**src/rtl/io_timer_if.sv**
```systemverilog
// Bus view of the io_timer_irq register window: CPU-side access signals plus
// the registered read data and the two interrupt levels returned to the CPU.
interface io_timer_if;
  logic       cs;
  logic [2:0] addr;
  logic [7:0] data_i;
  logic       write;
  logic       ready;
  logic [7:0] data_o;
  logic       irq;
  logic       nmi;

  modport master (
    output cs, addr, data_i, write, ready,
    input  data_o, irq, nmi
  );

  modport slave (
    input  cs, addr, data_i, write, ready,
    output data_o, irq, nmi
  );
endinterface

```
**src/rtl/io_timer_irq.sv**
```systemverilog
// Interval timer with prescaler, auto-reload and a software interrupt bit,
// mapped as an 8-byte register window driving the CPU irq/nmi levels.
module io_timer_irq #(
  parameter logic [7:0] PRESCALE_RESET = 8'h00
) (
  input  logic        clk,
  input  logic        reset,
  io_timer_if.slave   bus
);

  localparam logic [2:0] A_CTRL  = 3'd0;
  localparam logic [2:0] A_STAT  = 3'd1;
  localparam logic [2:0] A_LLO   = 3'd2;
  localparam logic [2:0] A_LHI   = 3'd3;
  localparam logic [2:0] A_CLO   = 3'd4;
  localparam logic [2:0] A_CHI   = 3'd5;
  localparam logic [2:0] A_PRE   = 3'd6;
  localparam logic [2:0] A_SOFT  = 3'd7;

  logic        en, ar, ien, nsel;
  logic        tf, sp;
  logic [15:0] latch;
  logic [15:0] cnt;
  logic [7:0]  pc;
  logic [7:0]  presc;
  logic [7:0]  snap;
  logic [7:0]  data_o_q;

  logic        acc, wr_acc, rd_acc;
  logic        wr_ctrl, wr_stat, wr_llo, wr_lhi, wr_pre, wr_soft;
  logic        run;
  logic        en_nx;
  logic        tf_set;
  logic [15:0] cnt_nx;
  logic [7:0]  pc_nx;
  logic [7:0]  rd_val;

  assign acc     = bus.cs & bus.ready;
  assign wr_acc  = acc & bus.write;
  assign rd_acc  = acc & ~bus.write;
  assign wr_ctrl = wr_acc && (bus.addr == A_CTRL);
  assign wr_stat = wr_acc && (bus.addr == A_STAT);
  assign wr_llo  = wr_acc && (bus.addr == A_LLO);
  assign wr_lhi  = wr_acc && (bus.addr == A_LHI);
  assign wr_pre  = wr_acc && (bus.addr == A_PRE);
  assign wr_soft = wr_acc && (bus.addr == A_SOFT);

  // A CTRL write that clears EN freezes pc/cnt on that very edge.
  assign run = en & ~(wr_ctrl & ~bus.data_i[0]);

  always_comb begin
    en_nx  = en;
    tf_set = 1'b0;
    cnt_nx = cnt;
    pc_nx  = pc;
    if (wr_ctrl) en_nx = bus.data_i[0];
    if (wr_ctrl && bus.data_i[0] && !en) begin
      cnt_nx = latch;
      pc_nx  = presc;
    end else if (run) begin
      if (pc == 8'd0) begin
        pc_nx = presc;
        if (cnt == 16'd0) begin
          tf_set = 1'b1;
          if (ar) cnt_nx = latch;
          else if (!wr_ctrl) en_nx = 1'b0;
        end else begin
          cnt_nx = cnt - 16'd1;
        end
      end else begin
        pc_nx = pc - 8'd1;
      end
    end else if (wr_lhi && !en) begin
      cnt_nx = {bus.data_i, latch[7:0]};
    end
  end

  always_comb begin
    rd_val = 8'h00;
    case (bus.addr)
      A_CTRL:  rd_val = {4'b0000, nsel, ien, ar, en};
      A_STAT:  rd_val = {6'b000000, sp, tf};
      A_LLO:   rd_val = latch[7:0];
      A_LHI:   rd_val = latch[15:8];
      A_CLO:   rd_val = cnt[7:0];
      A_CHI:   rd_val = snap;
      A_PRE:   rd_val = presc;
      default: rd_val = 8'h00;
    endcase
  end

  always_ff @(posedge clk) begin
    if (reset) begin
      en       <= 1'b0;
      ar       <= 1'b0;
      ien      <= 1'b0;
      nsel     <= 1'b0;
      tf       <= 1'b0;
      sp       <= 1'b0;
      latch    <= 16'h0000;
      cnt      <= 16'h0000;
      pc       <= 8'h00;
      presc    <= PRESCALE_RESET;
      snap     <= 8'h00;
      data_o_q <= 8'h00;
    end else begin
      en  <= en_nx;
      cnt <= cnt_nx;
      pc  <= pc_nx;
      if (wr_ctrl) {nsel, ien, ar} <= bus.data_i[3:1];
      // Expiry beats a simultaneous W1C so no interrupt is ever lost.
      tf <= tf_set | (tf & ~(wr_stat & bus.data_i[0]));
      sp <= (sp & ~(wr_stat & bus.data_i[1])) | (wr_soft & bus.data_i[0]);
      if (wr_llo) latch[7:0]  <= bus.data_i;
      if (wr_lhi) latch[15:8] <= bus.data_i;
      if (wr_pre) presc       <= bus.data_i;
      if (rd_acc && (bus.addr == A_CLO)) snap <= cnt[15:8];
      if (rd_acc) data_o_q <= rd_val;
    end
  end

  assign bus.data_o = data_o_q;
  assign bus.irq    = (tf & ien & ~nsel) | sp;
  assign bus.nmi    = tf & ien & nsel;

endmodule

```
**src/flat_wrapper.sv**
```systemverilog
// flat-port wrapper written by rule: the top's interface ports become plain ports
module io_timer_irq_flat 
#(
  parameter logic [7:0] PRESCALE_RESET = 8'h00
)
  (clk, reset, bus_cs, bus_addr, bus_data_i, bus_write, bus_ready, bus_data_o, bus_irq, bus_nmi);
  io_timer_if bus_i ();
  input  logic clk;
  input  logic reset;
  input wire logic [$bits(bus_i.cs)-1:0] bus_cs;
  input wire logic [$bits(bus_i.addr)-1:0] bus_addr;
  input wire logic [$bits(bus_i.data_i)-1:0] bus_data_i;
  input wire logic [$bits(bus_i.write)-1:0] bus_write;
  input wire logic [$bits(bus_i.ready)-1:0] bus_ready;
  output wire logic [$bits(bus_i.data_o)-1:0] bus_data_o;
  output wire logic [$bits(bus_i.irq)-1:0] bus_irq;
  output wire logic [$bits(bus_i.nmi)-1:0] bus_nmi;
  assign bus_i.cs = bus_cs;
  assign bus_i.addr = bus_addr;
  assign bus_i.data_i = bus_data_i;
  assign bus_i.write = bus_write;
  assign bus_i.ready = bus_ready;
  assign bus_data_o = bus_i.data_o;
  assign bus_irq = bus_i.irq;
  assign bus_nmi = bus_i.nmi;
  io_timer_irq #(.PRESCALE_RESET(PRESCALE_RESET)) u_core (.clk(clk), .reset(reset), .bus(bus_i));
endmodule
```
**config.mk**
```make
export PLATFORM = sky130hd
export DESIGN_NAME = io_timer_irq_flat
export DESIGN_NICKNAME = d
export VERILOG_FILES = /design/src/rtl/io_timer_if.sv /design/src/rtl/io_timer_irq.sv /design/src/flat_wrapper.sv
export SDC_FILE = /design/constraint.sdc
export NUM_CORES = 1
export LEC_CHECK = 0
export ABC_AREA = 1
export CORE_MARGIN = 2
export CORE_UTILIZATION = 36
export CTS_BUF_LIST = sky130_fd_sc_hd__clkbuf_4 sky130_fd_sc_hd__clkbuf_8
export DETAILED_ROUTE_END_ITERATION = 8
export PLACE_DENSITY_LB_ADDON = 0.08
export SLEW_MARGIN = 30
export SYNTH_ARGS = -nofsm -noshare
export SYNTH_HDL_FRONTEND = slang
export SYNTH_SLANG_ARGS = --single-unit
```
**constraint.sdc**
```tcl
create_clock -name clk -period 2.5 [get_ports clk]
set_clock_uncertainty 0.2 [all_clocks]
set_input_delay 0.25 -clock clk [delete_from_list [all_inputs] [get_ports clk]]
set_output_delay 0.25 -clock clk [all_outputs]
set_load 0.01 [all_outputs]
```
### Word level (Yosys, flattened, before mapping)

Cells that the tools add are included.

| operators by class | value |
|---|---|
| add/subtract/negate cells | 2 |
| mux-type cells | 21 |
| eq/ne operators | 9 |
| bitwise gates (word level) | 22 |
| reductions and logical operators | 17 |

Operator list:

| operator | number |
|---|---|
| $mux W16 | 6 |
| $pmux W8 S7 | 1 |
| $mux W8 | 3 |
| $logic_not A16 Y1 | 1 |
| $sub A16 B1 Y16 const B | 1 |
| $and A1 B1 Y1 | 13 |
| $eq A3 B3 Y1 const B | 4 |
| $mux W1 | 11 |
| $logic_and A1 B1 Y1 | 10 |
| $logic_not A8 Y1 | 1 |
| $sub A8 B1 Y8 const B | 1 |
| $eq A3 B2 Y1 const B | 2 |
| $not A1 Y1 | 6 |
| $ne A4 B3 Y1 const B | 1 |
| $eq A3 B1 Y1 const B | 1 |
| $logic_not A3 Y1 | 1 |
| $ne A3 B3 Y1 const B | 1 |
| $or A1 B1 Y1 | 3 |
| $reduce_and A3 Y1 | 1 |
| $reduce_bool A3 Y1 | 1 |
| $reduce_bool A2 Y1 | 1 |
| $logic_not A1 Y1 | 1 |

| storage, ports and cells | value |
|---|---|
| input bits | 16 |
| output and inout bits | 10 |
| flip-flop bits (word level) | 70 |
| logic and storage cells | 84 |

### Longest topological paths before layout

Gate-level depths: netlist (run 1).

| depth | value |
|---|---|
| depth after elaboration | 10 |
| depth in mapped cells | 14 |
| mapped depth without buffers | 13 |

### Worst setup path before layout (run 1)

OpenSTA, ideal clock, no wires.

| path | value |
|---|---|
| path type | flip-flop to flip-flop |
| from | register u_core.pc[0] |
| to | register u_core.cnt[10] |
| clock period less this slack | 1.778 ns |
| cell stages (with the launch flop) | 11 |
| slack | 0.722 ns |
| buffers on the path | 1 |
| arrival time | 1.462 ns |
| cells stage by stage | dfxtp_1 -> inv_1 -> ha_1 -> nand4_1 -> nand2_4 -> inv_2 -> nand2_2 -> nand3_2 -> buf_2 -> nor3_1 -> nor2_1 |

| between the ends | value |
|---|---|
| cells in the longest elaborated chain, start to end | 3 |

Ends and longest elaborated chain:

| item | line | source |
|---|---|---|
| from (decl) | io_timer_irq.sv:24 | `logic [7:0] pc;` |
| from (signal assigned) | io_timer_irq.sv:109 | `pc <= pc_nx;` |
| $logic_not A8 Y1 | io_timer_irq.sv:61 | `if (pc == 8'd0) begin` |
| $ne A3 B3 Y1 (no source line) | n/a |  |
| $reduce_and A3 Y1 (no source line) | n/a |  |
| to (signal assigned) | io_timer_irq.sv:108 | `cnt <= cnt_nx;` |
| to (decl) | io_timer_irq.sv:23 | `logic [15:0] cnt;` |

No other way between the ends.
A chain may end at the register's enable or synchronous reset.

### Worst setup path in the final report (run 1)

| path | value |
|---|---|
| from | register u_core.cnt[2] |
| to | register u_core.cnt[12] |

| between the ends | value |
|---|---|
| cells in the longest elaborated chain, start to end | 5 |

Ends and longest elaborated chain:

| item | line | source |
|---|---|---|
| $sub A16 B1 Y16 or $logic_not A16 Y1 (tied branches) | io_timer_irq.sv:68, io_timer_irq.sv:63 |  |
| $mux W16 | io_timer_irq.sv:63 | `if (cnt == 16'd0) begin` |
| $mux W16 | io_timer_irq.sv:61 |  |
| $mux W16 | io_timer_irq.sv:60 | `end else if (run) begin` |
| $mux W16 | io_timer_irq.sv:57 | `if (wr_ctrl && bus.data_i[0] && !en) begin` |

Several ways; a longest one is shown, not always the timed one. The select of a mux whose other input is x is not followed.

==> results of run 1 <==
[cell families after synthesis]
kind of cell / count (synthesis)
compound gates: 146
xor+xnor: 11
fa+ha+maj: 4
buf+inv: 91
flops: 70
simple gates: 266
[power breakdown]
part	switching, mW	internal [mW]	total [mW]
combinational	0.198	0.105	0.304
clock	0.457	0.499	0.957
sequential	0.0130	1.13	1.14
[area by class of cell]
class,count,area share (%)
clock buffer,11,3.181
clock inverter,5,1.289
inverter,75,6.169
multi-input combinational,427,46.04
sequential,70,30.71
tap,136,3.729
timing repair buffer,44,8.884
[worst paths after layout]
check	start	to	slack, ns
hold reg to reg	u_core.bus.data_o[3]	u_core.bus.data_o[3]	0.27
hold / removal	u_core.bus.data_o[3]	u_core.bus.data_o[3]	0.27
setup reg to reg	u_core.cnt[2]	u_core.cnt[12]	0.32
setup / recovery	u_core.cnt[2]	u_core.cnt[12]	0.32
[critical path: cells and delay by family (launching register included)]
family | cells | cell delay [ns]
flops | 1 | 0.34
compound gates | 1 | 0.11
simple gates | 8 | 1.47
[per-layer routing]
layer	GRT usage (%)	vias to the layer above	wire length, µm
met1	30.20	1796	5858
met2	37.42	128	5568
li1	-	2002	-
met3	4.600	20	671
met4	6.319	0	242
met5	0	-	0
[registers in the layout (all words and copies together) (netlist names)]
signal	count
u_core.cnt	16
u_core.latch	16
u_core.bus.data_o	8
u_core.pc	8
u_core.presc	8
u_core.snap	8
u_core.ar	1
u_core.en	1
u_core.ien	1
u_core.nsel	1
u_core.sp	1
u_core.tf	1
[metrics by stage]
step,power (mW),instance area [µm²],hold WS (ns),std cells
after floorplan,1.351,3860,0.1846,588
after global placement,1.469,4359,0.2555,752
final,2.402,4563,0.2678,768
after CTS,2.419,4563,0.2684,768
after global routing,2.501,4563,0.2889,768
after detailed placement,1.469,4359,0.2562,752
[cells in the final DEF, fill, tap and decap left out, drive strengths merged, types with 2 or more instances in the layout]
| master | n |
|---|---|
| a211oi | 2 |
| clkbuf | 11 |
| nand3 | 26 |
| clkinvlp | 2 |
| o221ai | 4 |
| buf | 19 |
| a21oi | 56 |
| nand2 | 138 |
| o31ai | 4 |
| xor2 | 10 |
| nor3 | 4 |
| clkdlybuf4s50 | 25 |
| ha | 4 |
| o22ai | 7 |
| o21ai | 65 |
| o211ai | 4 |
| nand4 | 7 |
| inv | 74 |
| dfxtp | 70 |
| nor2 | 86 |
| clkinv | 3 |
==> flow_metrics.env, run 1 <==
export IMPL_status="finished clean"
export IMPL_area_growth_pct=18.22
export IMPL_layout_min_cycle_time_ns=2.181
export IMPL_powerDensity_nw_per_um2=526.5
export IMPL_finalCritPeriodShare_pct=87.23
export IMPL_wl_per_cell_um=16.07
export IMPL_ir_worst_vdd_uv=269.6
export IMPL_synth_avg_cell_area_um2=6.565
export IMPL_rsz0062_at_grt="false"
export IMPL_cts_buffers=9
export IMPL_antenna_left=0
export IMPL_synth_compound_area_share_pct=20.49
export IMPL_ys_top_cells_by_count="130 x nand2_1, 80 x nor2_1, 70 x dfxtp_1, 66 x inv_1, 65 x o21ai_0"
export IMPL_fin_setup_tns_ns=0
export IMPL_track_usage_pct=22.75
export IMPL_grt_pass1_vias=3785
export IMPL_drt_total_wl_mm=12.34
export IMPL_grt_max_degree=51
export IMPL_die_width_um=107.5
export IMPL_maxCapViolCount=0
export IMPL_die_area_um2=11570
export IMPL_syn_num_nets=608
export IMPL_slowest_delay_ns=0.46
export IMPL_worstSetupEndpointType="flip-flop"
export IMPL_multi_input_area_um2=2101
export IMPL_finalMaxSlewViolations=0
export IMPL_post_cts_setup_buffer_count=0
export IMPL_dp_hpwl_mm=9.528
export IMPL_synthAdderAreaFrac_pct=1.297
export IMPL_pin_count=26
export IMPL_slew_headroom_pct=64.48
export IMPL_setup_violations=0
export IMPL_yosys_cell_count_top_type="nand2_1"
export IMPL_cts_tree="yes"
export IMPL_clock_path_buffers=2
export IMPL_synth_mux_area_share_pct=0
export IMPL_rows=37
export IMPL_crit_slowest_cell="nor2_1"
export IMPL_fin_ws_ns=0.3192
export IMPL_hold_class="reg -> reg"
export IMPL_min_delay_path_depth=2
export IMPL_netlist_area_um2=3860
export IMPL_synth_seq_area_share_pct=36.30
export IMPL_h_tree_depth=3
export IMPL_vias=3946
export IMPL_synth_top_family_by_area="simple AND/OR/NAND/NOR gates"
export IMPL_root_buffer="clkbuf_8"
export IMPL_synthCells=588
export IMPL_hold_viol_final=0
export IMPL_start_util_pct=37.22
export IMPL_synth_simple_area_share_pct=30.15
export IMPL_path_cells="nor2_1 -> nand2_1 -> nor2_1 -> nand4_1 -> nand3_1 -> nand2_1 -> nand2_1 -> nand2_1 -> a21oi_1"
export IMPL_utilization_pct=44.00
export IMPL_critPathKind="reg -> reg"
export IMPL_synth_flop_cell="dfxtp_1"
export IMPL_ys_async_sr_fraction_pct=0
export IMPL_post_cts_resized=0
export IMPL_synth_area_leaders="dfxtp_1 36%, nand2_1 13%, o21ai_0 8.4%"
export IMPL_synth_top_area_share_pct=36.30
export IMPL_antenna_found_initial=0
export IMPL_antenna_cells=0
export IMPL_via_per_inst=5.138
export IMPL_fillers=1122
export IMPL_seqCellArea_um2=1401
export IMPL_synthXorXnorAreaFrac_pct=2.496
export IMPL_coreArea_um2=10370
export IMPL_synth_edf_count=0
export IMPL_cp_required_ns=2.59
export IMPL_cts_num_sinks=70
export IMPL_synth_seq_cells=70
export IMPL_grt_pass1_wl_mm=19.98
export IMPL_clk_latency_ns=0.35
export IMPL_arrival_ns=2.27
export IMPL_worst_pin_slew_ns=0.5308
export IMPL_drc=0
export IMPL_ys_types=40
export IMPL_drt_first_pass_iters=5
export IMPL_path_clk_slew_ns=0.08
export IMPL_yosys_area_top_type="dfxtp_1"
export IMPL_drive_gt1_share_pct=9.810
export IMPL_yosys_warnings=0
export IMPL_portBuffers=25
export IMPL_place_ws_ns=0.06490
export IMPL_clock_fmax_ghz=0.4585
export IMPL_grt_overflow=0
export IMPL_leakage_nw=1.989
export IMPL_gp_congestion=0.8848
export IMPL_drt_initial_drc_count=291
export IMPL_critPathMaxFanout=6
export IMPL_cp_start_kind="flip-flop"
export IMPL_die_height_um=107.5
export IMPL_fin_nets=647
export IMPL_crit_top_cell="nand2_1"
export IMPL_rr_worst_depth=9
export IMPL_holdBufCountCts=0
(Power assumes the default switching activity.)
==> inputs of run 2 (changes only) <==
--- a/config.mk
+++ b/config.mk
@@ -11,4 +11,5 @@
 export CTS_BUF_LIST = sky130_fd_sc_hd__clkbuf_4 sky130_fd_sc_hd__clkbuf_8
 export DETAILED_ROUTE_END_ITERATION = 8
+export DONT_BUFFER_PORTS = 1
 export PLACE_DENSITY_LB_ADDON = 0.08
 export SLEW_MARGIN = 30
==> constraint.sdc (replaced) <==
create_clock -name clk -period 2.5 [get_ports clk]
set_clock_uncertainty 0.2 [all_clocks]
set_input_delay 0.5 -clock clk [delete_from_list [all_inputs] [get_ports clk]]
set_output_delay 0.5 -clock clk [all_outputs]
set_load 0.01 [all_outputs]
==> flow_metrics.env, run 2 (synthesis results as in run 1) <==
export IMPL_p_int_mw=1.711
export IMPL_final_common_cell="nand2_1"
export IMPL_grt_util_met2_pct=36.16
export IMPL_top_regs="u_core.cnt x16, u_core.latch x16"
export IMPL_cp_start_kind="flip-flop"
export IMPL_layoutNonFillerInstCount=738
export IMPL_track_usage_pct=22.88
export IMPL_hold_class="in -> reg"
export IMPL_h_tree_depth=3
export IMPL_use_met1_pct=31.68
export IMPL_cts_tree="yes"
export IMPL_switching_share_pct=27.91
export IMPL_cp_required_ns=2.54
export IMPL_die_height_um=107.5
export IMPL_critPathMaxFanout=6
export IMPL_rrSetupSlack_ns=0.42
export IMPL_cp_num_cells=11
export IMPL_placedInstanceArea_um2=4056
export IMPL_crit_family="simple AND/OR/NAND/NOR gates"
export IMPL_fin_area_um2=4280
export IMPL_arrival_ns=2.12
export IMPL_status="finished clean"
export IMPL_wl_per_cell_um=17.22
export IMPL_seqCellArea_um2=1401
export IMPL_clk_latency_ns=0.35
export IMPL_coreArea_um2=10370
export IMPL_p_clk_share_pct=41.0
export IMPL_post_cts_resized=0
export IMPL_drt_total_wl_mm=12.71
export IMPL_area_growth_pct=10.89
export IMPL_die_width_um=107.5
export IMPL_portBuffers=0
export IMPL_post_cts_setup_buffer_count=0
export IMPL_final_cell_mix="130 x nand2_1, 80 x nor2_1, 70 x dfxtp_1, 66 x inv_1, 65 x o21ai_0"
export IMPL_start_util_pct=37.22
export IMPL_gr_max_usage_layer="met2"
export IMPL_whs_ns=0.01626
export IMPL_holdBufCountCts=1
export IMPL_worst_pin_slew_ns=0.5292
export IMPL_slew_headroom_pct=64.59
export IMPL_vias=3893
export IMPL_finalMaxSlewViolations=0
export IMPL_rr_worst_depth=11
export IMPL_pwr_share_comb_pct=10.9
export IMPL_dp_hpwl_mm=9.686
export IMPL_path_cells="inv_1 -> ha_1 -> nand2_1 -> nor2_1 -> nand3b_1 -> nand2_1 -> nand3_1 -> nand2_1 -> nand2_1 -> nand2_1 -> a21oi_1"
export IMPL_grtUsageMet3_pct=3.995
export IMPL_reg2reg_from="u_core.cnt[0]"
export IMPL_cp_buffers_inverters=1
export IMPL_die_area_um2=11570
export IMPL_critPathLaunch="u_core.cnt[0]"
export IMPL_worstSetupEndpointType="flip-flop"
export IMPL_grt_pass1_vias=3599
export IMPL_multi_input_area_um2=2101
export IMPL_critPathKind="reg -> reg"
export IMPL_rows=37
export IMPL_dp_cells=720
export IMPL_antenna_found_initial=0
export IMPL_power_frac_seq_pct=48.1
export IMPL_leakage_nw=1.872
export IMPL_cts_buffers=9
export IMPL_finalCritPeriodShare_pct=83.01
export IMPL_p_sw_mw=0.6624
export IMPL_powerDensity_nw_per_um2=554.5
export IMPL_slowest_delay_ns=0.40
export IMPL_drt_initial_drc_count=308
export IMPL_root_buffer="clkbuf_8"
export IMPL_crit_slowest_cell="nor2_1"
export IMPL_grt_max_degree=35
export IMPL_antenna_cells=0
export IMPL_clock_path_buffers=2
export IMPL_setup_violations=0
export IMPL_layout_min_cycle_time_ns=2.075
export IMPL_clock_fmax_ghz=0.4819
export IMPL_maxCapViolCount=0
export IMPL_pin_count=26
export IMPL_cts_num_sinks=70
export IMPL_drt_first_pass_iters=5
export IMPL_fin_nets=617
export IMPL_crit_top_cell="nand2_1"
export IMPL_antenna_left=0
export IMPL_drive_gt1_share_pct=9.136
export IMPL_critPathCapture="u_core.cnt[14]"
export IMPL_fillers=1167
export IMPL_grt_pass1_wl_mm=19.87
export IMPL_grt_overflow=0
export IMPL_gp_congestion=0.8778
export IMPL_hold_viol_final=0
export IMPL_path_clk_slew_ns=0.08
export IMPL_ir_worst_vdd_uv=267.3
export IMPL_via_per_inst=5.275
export IMPL_rsz0062_at_grt="false"
export IMPL_fin_setup_tns_ns=0
export IMPL_r2r_end="u_core.cnt[14]"
export IMPL_drc=0
-- run 2: worst reg2reg max path, stage by stage (launching register included) --
cell and delay (ns):
dfxtp_1 0.32, inv_1 0.13, ha_1 0.22, nand2_1 0.14
nor2_1 0.40, nand3b_1 0.13, nand2_1 0.08, nand3_1 0.09
nand2_1 0.09, nand2_1 0.05, nand2_1 0.06, a21oi_1 0.05
-- run 2: worst min-delay path by stage --
stage	startpoint	end	slack, ns	cells past startpoint
final	reset	u_core.bus.data_o[6]	0.02	1
after global routing	reset	u_core.ar	0.006	1
after CTS	reset	u_core.sp	0.001	1
after floorplan	u_core.presc[2]	u_core.presc[2]	0.24	2
after global placement	u_core.sp	u_core.sp	0.26	2
after detailed placement	u_core.sp	u_core.sp	0.27	2
-- run 2: layout make-up --
type | count | area share (%)
clock buffer | 11 | 3.391
inverter | 75 | 6.577
timing repair buffer | 14 | 2.865
tap | 136 | 3.975
multi-input combinational | 427 | 49.08
clock inverter | 5 | 1.374
sequential | 70 | 32.74
-- run 2: per-stage QoR --
| step | util (%) | total power, mW | worst slack (ns) |
|---|---|---|---|
| finish | 41.28 | 2.374 | 0.4247 |
| floorplan | - | 1.351 | 0.5307 |
| CTS | 41.18 | 2.382 | 0.3995 |
| global placement | 39.12 | 1.419 | 0.4027 |
| detailed placement | 39.12 | 1.419 | 0.3205 |
| global route | 41.28 | 2.486 | 0.1288 |
-- run 2: power by group through the flow --
| stage | clock network, mW | registers, mW | logic, mW |
|---|---|---|---|
| finish | 0.974 | 1.14 | 0.258 |
| detailed placement | 0 | 1.17 | 0.251 |
| CTS | 0.987 | 1.14 | 0.254 |
| floorplan | 0 | 1.16 | 0.188 |
| global placement | 0 | 1.17 | 0.250 |
| global route | 1.05 | 1.14 | 0.291 |
-- run 2: layer usage --
layer / part of all wire, % / up-vias
met1: 47 / 1825
met2: 46 / 111
met3: 5.5 / 19
met4: 1.9 / 0
met5: 0 / -
li1: - / 1938
==> inputs of run 3 (changes only) <==
Clock period 2.5 ns to 2 ns, I/O delays scaled along.
==> flow_metrics.env, run 3 (synthesis results as in run 1) <==
export IMPL_finalMaxSlewViolations=0
export IMPL_cts_num_sinks=70
export IMPL_portBuffers=0
export IMPL_dp_hpwl_mm=9.909
export IMPL_clock_path_buffers=2
export IMPL_utilization_pct=45.56
export IMPL_area_growth_pct=22.40
export IMPL_antenna_left=0
export IMPL_pin_count=26
export IMPL_layout_min_cycle_time_ns=1.910
export IMPL_root_buffer="clkbuf_8"
export IMPL_antenna_found_initial=0
export IMPL_coreArea_um2=10370
export IMPL_p_total_mw=3.195
export IMPL_top_regs="u_core.cnt x16, u_core.latch x16"
export IMPL_grt_overflow=0
export IMPL_drt_first_pass_iters=8
export IMPL_path_clk_slew_ns=0.09
export IMPL_wl_per_cell_um=17.27
export IMPL_cts_tree="yes"
export IMPL_hold_viol_final=0
export IMPL_worstSetupEndpointType="flip-flop"
export IMPL_gp_congestion=0.9007
export IMPL_worst_pin_slew_ns=0.8840
export IMPL_clock_fmax_ghz=0.5237
export IMPL_drc=0
export IMPL_maxCapViolCount=0
export IMPL_powerDensity_nw_per_um2=676.3
export IMPL_die_height_um=107.5
export IMPL_drt_initial_drc_count=305
export IMPL_grt_max_degree=51
export IMPL_critPathMaxFanout=8
export IMPL_slew_headroom_pct=40.87
export IMPL_start_util_pct=37.22
export IMPL_vias=3945
export IMPL_rows=37
export IMPL_antenna_cells=0
export IMPL_seqCellArea_um2=1411
export IMPL_cp_required_ns=2.09
export IMPL_h_tree_depth=3
export IMPL_status="finished clean"
export IMPL_die_area_um2=11570
export IMPL_grt_pass1_vias=3604
export IMPL_finalCritPeriodShare_pct=95.48
export IMPL_final_cell_mix="123 x nand2_1, 73 x nor2_1, 63 x o21ai_0, 62 x inv_1, 62 x dfxtp_1"
export IMPL_cp_start_kind="flip-flop"
export IMPL_clk_latency_ns=0.37
export IMPL_hold_class="in -> reg"
export IMPL_via_per_inst=5.137
export IMPL_leakage_nw=2.091
export IMPL_drt_total_wl_mm=13.26
export IMPL_critPathKind="reg -> reg"
export IMPL_fillers=1096
export IMPL_setup_violations=0
export IMPL_place_ws_ns=-0.09397
export IMPL_fin_ws_ns=0.09042
export IMPL_cts_buffers=9
export IMPL_drive_gt1_share_pct=18.51
export IMPL_track_usage_pct=23.93
export IMPL_final_common_cell="nand2_1"
export IMPL_multi_input_area_um2=2218
export IMPL_fin_nets=647
export IMPL_arrival_ns=2.00
export IMPL_die_width_um=107.5
export IMPL_layoutNonFillerInstCount=768
export IMPL_dp_cells=742
export IMPL_ir_worst_vdd_uv=306.5
export IMPL_grt_pass1_wl_mm=20.47
## run 3: cell types whose count changed in the layout (fill, tap and decap cells not counted), sizes merged
cell / change
bufinv: +1
dlygate4sd3: +1
buf: +27
inv: +3
clkinvlp: -1
clkinv: -1
## run 3: worst max-delay path, stage by stage (launching register included)
cell and delay [ns]:
dfxtp_1 0.33, nor2_2 0.22, nand2_1 0.09, nor2_1 0.09
nand2_1 0.09, nor2_1 0.13, nand2_1 0.12, nand3_4 0.17
clkbuf_16 0.18, nand2_1 0.05, a21oi_1 0.15
## run 3: timing repair
item / in CTS / in global routing
endpoints found under the setup margin: 13 / 16
hold buffers: 3 / 0
gates cloned: 0 / 3
pin swaps: 1 / 10
gates resized for setup: 3 / 41
endpoints found under the hold margin: 22 / 0
buffers inserted: 0 / 4
## run 3: through the flow
step	cell area, µm²	setup TNS (ns)	hold WS (ns)
finish	4725	0	0.02515
global route	4725	-0.003840	0.02539
CTS	4508	0	0.01018
detailed placement	4234	-0.4081	0.2774
global placement	4234	-0.4174	0.2558
floorplan	3860	0	0.2410
## run 3: layout make-up
cell class                 instances  share of cell area [%]
inverter                          75                   5.959
multi-input combinational        427                   46.95
clock inverter                     7                   2.225
timing repair buffer              44                   8.766
clock buffer                       9                   2.622
sequential                        70                   29.87
tap                              136                   3.602
## run 3: worst paths after layout
path	from	slack, ns	cells after the start	endpoint
max	u_core.cnt[12]	0.09	10	u_core.cnt[15]
min	bus_addr[2]	0.03	2	u_core.sp
max reg2reg	u_core.cnt[12]	0.09	10	u_core.cnt[15]
min reg2reg	u_core.latch[11]	0.29	2	u_core.latch[11]
## run 3: layer usage
metal | GRT usage, % | part of all wire, % | vias up | wire length (µm)
li1 | - | - | 2001 | -
met1 | 34.77 | 49 | 1802 | 6474
met2 | 35.44 | 43 | 120 | 5680
met3 | 4.722 | 6.0 | 22 | 798
met4 | 7.418 | 2.3 | 0 | 308
met5 | 0 | 0 | - | 0
## run 3: where the power goes
| group | internal (mW) | switching, mW | total (mW) |
|---|---|---|---|
| clock | 0.722 | 0.635 | 1.36 |
| combinational | 0.151 | 0.259 | 0.410 |
| sequential | 1.41 | 0.0172 | 1.43 |
| total | 2.28 | 0.911 | 3.20 |
